===== src/rtl/led_pkg.sv =====
// Shared types for the LED brightness path: sequencer states and the duty word type
// used between the sequencer and the PWM stage.
package led_pkg;

    localparam int LED_DUTY_W = 16;

    typedef logic [LED_DUTY_W-1:0] duty_t;

    typedef enum logic [2:0] {
        IDLE,
        RAMP_UP,
        HOLD_HIGH,
        RAMP_DOWN,
        HOLD_LOW
    } seq_state_t;

endpackage


===== src/rtl/led_tick_gen.sv =====
// Step pacing: free-running divider that emits a one-cycle tick every TICK_DIV cycles
// while enabled; held at zero when disabled.
module led_tick_gen #(
    parameter int TICK_DIV = 50000
) (
    input  logic clk,
    input  logic rst_n,
    input  logic enable,
    output logic tick
);

    localparam int CNT_W = $clog2(TICK_DIV);
    localparam logic [CNT_W-1:0] LAST = CNT_W'(TICK_DIV - 1);

    logic [CNT_W-1:0] count;

    always_ff @(posedge clk or negedge rst_n) begin
        if (!rst_n) begin
            count <= '0;
        end else if (!enable || count == LAST) begin
            count <= '0;
        end else begin
            count <= count + CNT_W'(1);
        end
    end

    assign tick = enable && (count == LAST);

endmodule


===== src/rtl/led_duty_sequencer.sv =====
// Triangle-ramp duty sequencer for the LED PWM stage, one word per step tick over valid/ready.
// Optional square-law brightness correction when LED_GAMMA_EN is defined.
module led_duty_sequencer
    import led_pkg::*;
#(
    parameter int DUTY_W     = LED_DUTY_W,
    parameter int TICK_DIV   = 50000,
    parameter int STEP_SIZE  = 1024,
    parameter int HOLD_STEPS = 8
) (
    input  logic              clk,
    input  logic              rst_n,
    input  logic              enable,
    output logic [DUTY_W-1:0] duty,
    output logic              duty_valid,
    input  logic              duty_ready,
    output logic              dir,
    output logic              overrun
);

    localparam logic [DUTY_W-1:0] DUTY_MAX = '1;
    localparam logic [DUTY_W:0]   MAX_EXT  = {1'b0, DUTY_MAX};
    localparam logic [DUTY_W:0]   STEP_EXT = (DUTY_W + 1)'(STEP_SIZE);
    localparam int                HOLD_W   = $clog2(HOLD_STEPS + 2);
    localparam logic [HOLD_W-1:0] HOLD_LAST = HOLD_W'((HOLD_STEPS > 0) ? HOLD_STEPS - 1 : 0);

    function automatic logic [DUTY_W-1:0] step_up(input logic [DUTY_W-1:0] lvl);
        logic [DUTY_W:0] sum;
        sum = {1'b0, lvl} + STEP_EXT;
        return (sum > MAX_EXT) ? DUTY_MAX : sum[DUTY_W-1:0];
    endfunction

    // Borrow out of the extra top bit means the subtraction went below zero.
    function automatic logic [DUTY_W-1:0] step_down(input logic [DUTY_W-1:0] lvl);
        logic [DUTY_W:0] diff;
        diff = {1'b0, lvl} - STEP_EXT;
        return diff[DUTY_W] ? '0 : diff[DUTY_W-1:0];
    endfunction

    function automatic logic [DUTY_W-1:0] shape(input logic [DUTY_W-1:0] lvl);
`ifdef LED_GAMMA_EN
        logic [2*DUTY_W-1:0] sq;
        sq = {{DUTY_W{1'b0}}, lvl} * {{DUTY_W{1'b0}}, lvl};
        return (lvl == DUTY_MAX) ? DUTY_MAX : sq[2*DUTY_W-1:DUTY_W];
`else
        return lvl;
`endif
    endfunction

    seq_state_t        state, state_n;
    logic [DUTY_W-1:0] level, level_n;
    logic [HOLD_W-1:0] hold_cnt, hold_n;
    logic              dir_n;
    logic              load;
    logic              tick;
    logic              busy;

    led_tick_gen #(.TICK_DIV(TICK_DIV)) u_tick (
        .clk    (clk),
        .rst_n  (rst_n),
        .enable (enable),
        .tick   (tick)
    );

    // A word accepted in this very cycle no longer blocks the tick.
    assign busy = duty_valid && !duty_ready;

    always_comb begin
        state_n = state;
        level_n = level;
        hold_n  = hold_cnt;
        dir_n   = dir;
        load    = 1'b0;
        if (tick && !busy) begin
            load = 1'b1;
            case (state)
                IDLE, RAMP_UP: begin
                    level_n = step_up(level);
                    dir_n   = 1'b1;
                    hold_n  = '0;
                    if (level_n == DUTY_MAX) begin
                        state_n = (HOLD_STEPS == 0) ? RAMP_DOWN : HOLD_HIGH;
                    end else begin
                        state_n = RAMP_UP;
                    end
                end
                HOLD_HIGH: begin
                    level_n = DUTY_MAX;
                    dir_n   = 1'b1;
                    if (hold_cnt == HOLD_LAST) begin
                        state_n = RAMP_DOWN;
                        hold_n  = '0;
                    end else begin
                        hold_n = hold_cnt + HOLD_W'(1);
                    end
                end
                RAMP_DOWN: begin
                    level_n = step_down(level);
                    dir_n   = 1'b0;
                    hold_n  = '0;
                    if (level_n == '0) begin
                        state_n = (HOLD_STEPS == 0) ? RAMP_UP : HOLD_LOW;
                    end
                end
                HOLD_LOW: begin
                    level_n = '0;
                    dir_n   = 1'b0;
                    if (hold_cnt == HOLD_LAST) begin
                        state_n = RAMP_UP;
                        hold_n  = '0;
                    end else begin
                        hold_n = hold_cnt + HOLD_W'(1);
                    end
                end
                default: begin
                    state_n = IDLE;
                    level_n = '0;
                    hold_n  = '0;
                end
            endcase
        end else if (!enable && !busy) begin
            state_n = IDLE;
            level_n = '0;
            hold_n  = '0;
            dir_n   = 1'b0;
        end
    end

    always_ff @(posedge clk or negedge rst_n) begin
        if (!rst_n) begin
            state      <= IDLE;
            level      <= '0;
            hold_cnt   <= '0;
            dir        <= 1'b0;
            duty       <= '0;
            duty_valid <= 1'b0;
            overrun    <= 1'b0;
        end else begin
            state    <= state_n;
            level    <= level_n;
            hold_cnt <= hold_n;
            dir      <= dir_n;
            if (load) begin
                duty       <= shape(level_n);
                duty_valid <= 1'b1;
            end else if (duty_ready) begin
                duty_valid <= 1'b0;
            end
            if (tick && busy) begin
                overrun <= 1'b1;
            end
        end
    end

endmodule


===== config.mk =====
export PLATFORM = sky130hd
export DESIGN_NAME = led_duty_sequencer
export DESIGN_NICKNAME = d
export VERILOG_FILES = /design/src/rtl/led_pkg.sv /design/src/rtl/led_tick_gen.sv /design/src/rtl/led_duty_sequencer.sv
export SDC_FILE = /design/constraint.sdc
export NUM_CORES = 1
export LEC_CHECK = 0
export CAP_MARGIN = 20
export CORE_ASPECT_RATIO = 0.75
export CORE_MARGIN = 3
export CORE_UTILIZATION = 58
export DETAILED_ROUTE_END_ITERATION = 8
export PLACE_DENSITY = 0.84
export SLEW_MARGIN = 25
export SYNTH_ARGS = -nofsm -noshare
export SYNTH_HDL_FRONTEND = slang
export SYNTH_HIERARCHICAL = 1
export SYNTH_SLANG_ARGS = --single-unit

===== constraint.sdc =====
create_clock -name clk -period 3.4 [get_ports clk]
set_input_delay 0.51 -clock clk [delete_from_list [all_inputs] [get_ports clk]]
set_output_delay 0.51 -clock clk [all_outputs]
set_load 0.01 [all_outputs]

=== Word-level counts from Yosys, hierarchy flattened ===
Index checks and enable logic that the tools add are counted.

* Add/sub/neg operators: 4
* Order comparisons: 1
* Eq/ne operators: 11
* Multiplexer cells: 23
* Reductions and logical operators: 19

{| class="wikitable"
|+ Operators with widths
! operator !! number
|-
| $mux 16 || 5
|-
| $pmux 16 s3 || 1
|-
| $eq 16x16->1 const B || 2
|-
| $add 16x11->17 const B || 1
|-
| $gt 17x16->1 const B || 1
|-
| $sub 16x11->17 const B || 1
|-
| $add 16x1->16 const B || 1
|-
| $logic_not 16->1 || 1
|-
| $mux 4 || 4
|-
| $mux 3 || 5
|-
| $ne 3x3->1 const B || 4
|-
| $pmux 3 s4 || 1
|-
| $eq 3x2->1 const B || 2
|-
| $reduce_or 2->1 || 3
|-
| $logic_and 1x1->1 || 5
|-
| $mux 1 || 5
|-
| $add 4x1->4 const B || 1
|-
| $eq 4x3->1 const B || 1
|-
| $reduce_and 4->1 || 1
|-
| $reduce_bool 2->1 || 2
|-
| $eq 3x1->1 const B || 1
|-
| $eq 3x3->1 const B || 1
|-
| $logic_not 1->1 || 3
|-
| $logic_not 3->1 || 1
|-
| other kinds (5) || 5
|}

* Flip-flop bits (word level): 58
* Input bits: 4
* Output and inout port bits: 19
* Word-level logic and storage cells: 66

=== Longest topological paths before layout ===
Gate-level depths: netlist of run 1.

* Depth after elaboration: 7
* Gate-level depth with buffers: 10
* Mapped depth without buffers: 9

=== By module ===
Netlist of run 1, hierarchy kept.

{| class="wikitable"
|+ Modules (own cells, without submodules)
! module !! instances !! cells each !! area each (µm²) !! seq. area each (µm²)
|-
| led_duty_sequencer || 1 || 234 || 2173.3 || 1051.0
|-
| led_tick_gen || 1 || 82 || 812.0 || 400.4
|}

=== Least setup slack after synthesis of run 1 ===
Ideal clock, no wire load.

* Path kind: register to register
* From: register u_tick.count[7]
* To: register state[2]
* Library setup time: 79 ps
* Arrival: 2604 ps
* Data required time: 3321 ps
* Slack: 717 ps
* Stages on the path, launching flop included: 9
* Path buffers: 1
* Clock period less this slack: 2683 ps
* Cell sequence: dfrtp_1 or4b_1 or4_4 nor2_1 nand3_1 clkbuf_1 o311ai_2 nand2b_1 mux2i_1

* Longest elaborated chain between the ends: 5
* Elaborated cells between the ends (all ways): 9
* Classes of those cells: 4 x eq/ne; 1 x mux; 4 x reduce/logical

{| class="wikitable"
|+ Ends and longest elaborated chain
! what !! line !! RTL
|-
| start, declared || led_tick_gen.sv:15 || <nowiki>logic [CNT_W-1:0] count;</nowiki>
|-
| start signal, assigned || led_tick_gen.sv:23 || <nowiki>count <= count + CNT_W'(1);</nowiki>
|-
| $eq 16x16->1 (*) || led_tick_gen.sv:27 || <nowiki>assign tick = enable && (count == LAST);</nowiki>
|-
| $logic_and 1x1->1 (*) || led_tick_gen.sv:27 ||
|-
| named net tick || led_duty_sequencer.sv:55 || <nowiki>logic tick;</nowiki>
|-
| $logic_and 1x1->1 (*) || led_duty_sequencer.sv:74 || <nowiki>if (tick && !busy) begin</nowiki>
|-
| $ne 3x3->1 (no source line) / $reduce_bool 2->1 (equally long branches) || n/a ||
|-
| $reduce_and 4->1 (no source line) || n/a ||
|-
| end signal, assigned || led_duty_sequencer.sv:139 || <nowiki>state <= state_n;</nowiki>
|-
| end, declared || led_duty_sequencer.sv:50 || <nowiki>seq_state_t state, state_n;</nowiki>
|}

The timed path passes the listed nets; every way through them passes the cells marked *.
A chain may end at the register's enable or synchronous reset.

=== Final worst setup path of run 1 ===
* From: register u_tick.count[7]
* To: register hold_cnt[3]

* Longest elaborated chain between the ends: 4
* Elaborated cells between the ends (all ways): 5
* Classes of those cells: 1 x eq/ne; 1 x mux; 3 x reduce/logical

{| class="wikitable"
|+ Ends and longest elaborated chain
! what !! line !! RTL
|-
| $eq 16x16->1 (*) || led_tick_gen.sv:27 ||
|-
| $logic_and 1x1->1 (*) || led_tick_gen.sv:27 ||
|-
| named net tick || led_duty_sequencer.sv:55 ||
|-
| $logic_and 1x1->1 (*) || led_duty_sequencer.sv:74 ||
|-
| $mux 4 / $reduce_bool 2->1 (equally long branches) || n/a ||
|-
| end signal, assigned || led_duty_sequencer.sv:141 || <nowiki>hold_cnt <= hold_n;</nowiki>
|-
| end, declared || led_duty_sequencer.sv:52 || <nowiki>logic [HOLD_W-1:0] hold_cnt, hold_n;</nowiki>
|}

Marked as above.

==> impl_metrics.json, run 1 <==
{
  "fin_ws_ns": 0.244,
  "fin_crit_ns": 3.16,
  "p_leak_nw": 1.60,
  "cts_max_path_buffers": 2,
  "drv_slew": 0,
  "fin_tns_setup_ns": 0,
  "wl_met3_um": 500,
  "portBuffers": 22,
  "ys_types": 49,
  "synthesis.nets": 325,
  "netlist.area_leader.share_pct": 48.6,
  "startpoint": "u_tick/count[7]",
  "clk_latency_ns": 0.34,
  "numCtsBuffers": 9,
  "r2r-end": "hold_cnt[3]",
  "seq_power_share_pct": 52.5,
  "die_h_um": 68.1,
  "cp.depth": 8,
  "yosysWarnings": 6,
  "die_area_um2": 6050,
  "ys_seq_area_share_pct": 48.6,
  "synth_area_leader_cell": "dfrtp_1",
  "std_cell_rows": 21,
  "drt-initial-drc-count": 238,
  "htree_levels": 3,
  "ant_nets": 0,
  "finalNetCount": 348,
  "finalCritPeriodShare_pct": 92.8,
  "synth_edf_count": 0,
  "setup_viol": 0,
  "rsz0062_at_grt": "false",
  "pin_count": 23,
  "drt-met1-wl_um": 3510,
  "status": "finished, final reports clean",
  "fmax_mhz": 317,
  "clockPowerShare_pct": 45.0,
  "path_delay_family": "simple AND/OR/NAND/NOR gates",
  "overflow": 0,
  "root_buffer": "clkbuf_8",
  "hp-class": "in -> async",
  "antenna_found_initial": 0,
  "post-route-drc-count": 0,
  "wl_met2_um": 2680,
  "crit_chain": "or4b_1 > or4_4 > nor2_1 > nand2_1 > nor3_1 > o21ai_1 > or3_1 > nand3_1",
  "drive_gt1_share_pct": 7.27,
  "die_w_um": 88.8,
  "routed.top_layer": "met4",
  "grt_pass1_wl_um": 11400,
  "postSynth.asyncResetShare_pct": 100,
  "end_kind": "register",
  "cts_tree": "yes",
  "grt_usage_pct": 25.4,
  "postCtsSetupRepairBufs": 0,
  "synth_common_cells": "dfrtp_1 (58), nand2_1 (36), nor2_1 (33), a21o_1 (22), o21ai_0 (22)",
  "arrival_ns": 3.43,
  "dp_hpwl_um": 4700,
  "crit_required_ns": 3.67,
  "fin_util_pct": 72.7,
  "r2r_slack_ns": 0.24,
  "initial_core_util_pct": 63.5,
  "clock_skew_ns": 0.00792,
  "postSynthAreaPerCell_um2": 9.45,
  "p_switching_uw": 288,
  "synth-main-ff-cell": "dfrtp_1",
  "pwr-share-comb_pct": 2.5,
  "area_growth_pct": 14.5,
  "p_int_mw": 1.04,
  "dp_worst_setup_slack_ns": 0.391,
  "stdcell_area_um2": 3420,
  "grt_pass1_vias": 2265,
  "syn_inst": 316,
  "hold_buffers": 0,
  "placed_area_um2": 3240,
  "synth_seq_cells": 58,
  "cp_max_fo": 11,
  "worst_setup_path_start_kind": "register",
  "vdd.ir_drop.worst_mv": 0.240,
  "ff2ff_path_depth": 8,
  "drtPass1Iterations": 5,
  "relSlewSlack_pct": 53.2,
  "vias_per_cell": 6.15,
  "synth_area_um2": 2990,
  "tightest_slew_ns": 0.699,
  "routed_wl_um": 6800,
  "routedWlPerCell_um": 17.0,
  "crit_buf_inv": 0,
  "core_um2": 4700,
  "swShare_pct": 21.7,
  "grt_max_degree": 47,
  "crit_slowest_cell": "or4_4",
  "yosysMostFrequentCell": "dfrtp_1",
  "critPathKind": "reg -> reg",
  "crit_path_end": "hold_cnt[3]",
  "max_stage_delay_ns": 0.55,
  "maxCapViolCount": 0,
  "power_density_nw_per_um2": 388,
  "hold_viol_final": 0,
  "diodes": 0,
  "place.gp.congestion": 0.913,
  "num_vias": 2467,
  "postCtsResizedCells": 0,
  "clock-sinks": 58,
  "cts.clk_slew.worst_paths_ns": 0.06,
  "r2r-start": "u_tick/count[7]",
  "synth_area_leaders": "dfrtp_1 (49%), a21o_1 (5.5%), xnor2_1 (4.7%)"
}
-- stage by stage --
step	std cells	hold WS [ns]	total power, mW
5_1_grt	401	0.207	1.38
3_5_place_dp	385	0.454	0.743
4_1_cts	401	0.357	1.34
3_3_place_gp	385	0.467	0.742
6_report	401	0.169	1.33
2_1_floorplan	316	0.214	0.723
-- power groups by stage --
stage	Combinational (mW)	Sequential (mW)	Clock (mW)
after detailed placement	0.0339	0.709	0
after global placement	0.0332	0.709	0
after floorplan	0.0146	0.708	0
after global routing	0.0382	0.696	0.642
final	0.0334	0.697	0.597
after CTS	0.0340	0.696	0.609
-- registers in the layout, summed over array words and instances, names as in the netlist --
signal        flops
hold_cnt          4
state             3
level            16
u_tick/count     16
overrun           1
duty_valid        1
dir               1
duty             16
-- per-layer routing --
metal,up-vias,track usage (%)
li1,1167,-
met1,1184,40.8
met2,103,31.9
met3,13,5.90
met4,0,10.8
met5,-,0
-- final cells by class --
| type | instances | area (µm²) |
|---|---|---|
| timing repair buffer | 27 | 255 |
| inverter | 9 | 33.8 |
| multi-input combinational | 234 | 1430 |
| fill | 346 | 1280 |
| clock inverter | 3 | 40.0 |
| clock buffer | 13 | 139 |
| sequential | 58 | 1450 |
| tap | 57 | 71.3 |
-- worst reg2reg max path, cell delays in order, from the launching register on --
cell and delay [ns]:
dfrtp_1 0.45, or4b_1 0.54, or4_4 0.55, nor2_1 0.22, nand2_1 0.31, nor3_1 0.37
o21ai_1 0.19, or3_1 0.39, nand3_1 0.08
-- cells by family after synthesis --
kind of cell | Yosys count | synth area share [%]
AO/OA/AOI/OAI | 79 | 17.4
multiplexers | 2 | 0.671
buffers and inverters | 24 | 3.52
adder cells (fa/ha/maj) | 5 | 2.10
flip-flops | 58 | 48.6
AND/OR/NAND/NOR | 130 | 22.5
XOR/XNOR | 18 | 5.28
-- worst min path at each step --
stage	from	endpoint	slack (ns)
2_1_floorplan	rst_n	dir	0.21
3_3_place_gp	duty[1]	duty[1]	0.47
3_5_place_dp	overrun	overrun	0.45
4_1_cts	rst_n	state[0]	0.36
5_1_grt	rst_n	u_tick/count[12]	0.21
6_report	rst_n	u_tick/count[12]	0.17
-- cell usage in the layout, fill, tap and decap left out, types with 9 or more instances in the layout --
cell             netlist  layout
o21ai_0               22      22
a21o_1                22      22
clkdlybuf4s50_1        0      21
clkbuf_8               0       9
nor2_1                33      33
nand3_1               12      12
nand2_1               36      36
dfrtp_1               58      58
a21oi_1               17      17
xnor2_1               16      16
inv_1                  9       9
Power figures use the tool's default switching activity.
==> run 2: changes to the inputs <==
--- a/config.mk
+++ b/config.mk
@@ -11,6 +11,7 @@
 export CORE_UTILIZATION = 58
 export DETAILED_ROUTE_END_ITERATION = 8
 export PLACE_DENSITY = 0.84
+export SETUP_SLACK_MARGIN = 0.3
 export SLEW_MARGIN = 25
 export SYNTH_ARGS = -nofsm -noshare
 export SYNTH_HDL_FRONTEND = slang
==> constraint.sdc (replaced) <==
create_clock -name clk -period 3.3 [get_ports clk]
set_input_delay 0.495 -clock clk [delete_from_list [all_inputs] [get_ports clk]]
set_output_delay 0.495 -clock clk [all_outputs]
set_load 0.01 [all_outputs]
==> impl_metrics.json, run 2 (same netlist as run 1, synthesis figures left out) <==
{
  "htree_levels": 3,
  "vdd.ir_drop.worst_mv": 0.319,
  "core_um2": 4700,
  "dp_hpwl_um": 4620,
  "routed_wl_um": 6750,
  "largestRegisters": "duty (16), level (16), u_tick/count (16)",
  "fin_ws_ns": 0.473,
  "relSlewSlack_pct": 42.1,
  "critPathKind": "reg -> reg",
  "arrival_ns": 3.10,
  "root_buffer": "clkbuf_8",
  "postCtsSetupRepairBufs": 0,
  "antenna_found_initial": 0,
  "drtPass1Iterations": 5,
  "drv_slew": 0,
  "dp.cells": 386,
  "maxCapViolCount": 0,
  "end_kind": "register",
  "finalCritPeriodShare_pct": 85.7,
  "cts_tree": "yes",
  "grt_pass1_wl_um": 11400,
  "clock_skew_ns": 0.00753,
  "clock-sinks": 58,
  "overflow": 0,
  "rsz0062_at_grt": "false",
  "die_w_um": 88.8,
  "cts_max_path_buffers": 2,
  "std_cell_rows": 21,
  "layout_commonest_cell": "dfrtp_1",
  "numCtsBuffers": 9,
  "grt_max_degree": 41,
  "ant_nets": 0,
  "place.gp.congestion": 0.952,
  "ff2ff_path_depth": 8,
  "portBuffers": 22,
  "placed_area_um2": 3250,
  "crit_required_ns": 3.57,
  "stdcell_area_um2": 3480,
  "routedWlPerCell_um": 16.8,
  "setup_viol": 0,
  "finalNonFillerCells": 402,
  "fin_crit_ns": 2.83,
  "p_leak_nw": 1.62,
  "drive_gt1_share_pct": 9.28,
  "power_density_nw_per_um2": 424,
  "r2r_slack_ns": 0.47,
  "pin_count": 23,
  "fmax_mhz": 354,
  "die_h_um": 68.1,
  "post-route-drc-count": 0,
  "hold_viol_final": 0,
  "fin_tns_setup_ns": 0,
  "postCtsResizedCells": 0,
  "clk_latency_ns": 0.34,
  "dp_worst_setup_slack_ns": 0.390,
  "die_area_um2": 6050,
  "final_cell_mix": "dfrtp_1 (58), nand2_1 (36), nor2_1 (31), a21o_1 (22), o21ai_0 (22)",
  "cts.clk_slew.worst_paths_ns": 0.06,
  "hp-class": "in -> async",
  "initial_core_util_pct": 63.5,
  "area_growth_pct": 16.4,
  "cp_max_fo": 6,
  "vias_per_cell": 6.18,
  "status": "finished, final reports clean",
  "drt-initial-drc-count": 263,
  "tightest_slew_ns": 0.869,
  "worst_setup_path_start_kind": "register",
  "grt_pass1_vias": 2311,
  "finalNetCount": 349,
  "diodes": 0,
  "hold_slack_ns": 0.266,
  "fin_util_pct": 73.9,
  "grt_usage_pct": 25.2,
  "hold_buffers": 0,
  "num_vias": 2484,
  "power_mw": 1.47
}
[run 2: final cells by class]
| type | instances | area (µm²) |
|---|---|---|
| Tap cell | 57 | 71.3 |
| Multi-Input combinational cell | 234 | 1440 |
| Clock buffer | 10 | 138 |
| Fill cell | 335 | 1230 |
| Timing Repair Buffer | 28 | 260 |
| Sequential cell | 58 | 1450 |
| Clock inverter | 6 | 80.1 |
| Inverter | 9 | 33.8 |
[run 2: worst max-delay path, cell delays in order (launching register included)]
cell and delay [ns]:
dfrtp_1 0.44, or4b_1 0.53, or4_4 0.56, nor2_2 0.18, nand3_1 0.15, a2111o_1 0.42, o311ai_2 0.09, nand2b_1 0.19
mux2i_1 0.19
[run 2: where the power goes]
part	internal [mW]	switching (mW)
sequential	0.714	0.00361
combinational	0.00916	0.0270
clock	0.440	0.281
total	1.16	0.312
[run 2: worst paths after layout]
path	from	endpoint
setup / recovery	u_tick/count[7]	state[2]
hold / removal	rst_n	u_tick/count[11]
setup reg to reg	u_tick/count[7]	state[2]
hold reg to reg	duty[15]	duty[15]
max in group asynchronous	rst_n	duty[7]
min in group clk	duty[15]	duty[15]
[run 2: layer usage]
layer | up-vias | GRT usage (%) | wire [µm]
met5 | - | 0 | 0
met4 | 0 | 8.49 | 93
met3 | 14 | 7.34 | 419
met2 | 87 | 34.7 | 2820
met1 | 1214 | 37.8 | 3420
li1 | 1169 | - | -
==> run 3: changes to the inputs <==
--- a/config.mk
+++ b/config.mk
@@ -12,7 +12,7 @@
 export DETAILED_ROUTE_END_ITERATION = 8
 export PLACE_DENSITY = 0.84
 export SETUP_SLACK_MARGIN = 0.3
-export SLEW_MARGIN = 25
+export SLEW_MARGIN = 20
 export SYNTH_ARGS = -nofsm -noshare
 export SYNTH_HDL_FRONTEND = slang
 export SYNTH_HIERARCHICAL = 1
==> results of run 3 <==
Final layout, timing and power as in run 2 (identical DEF).
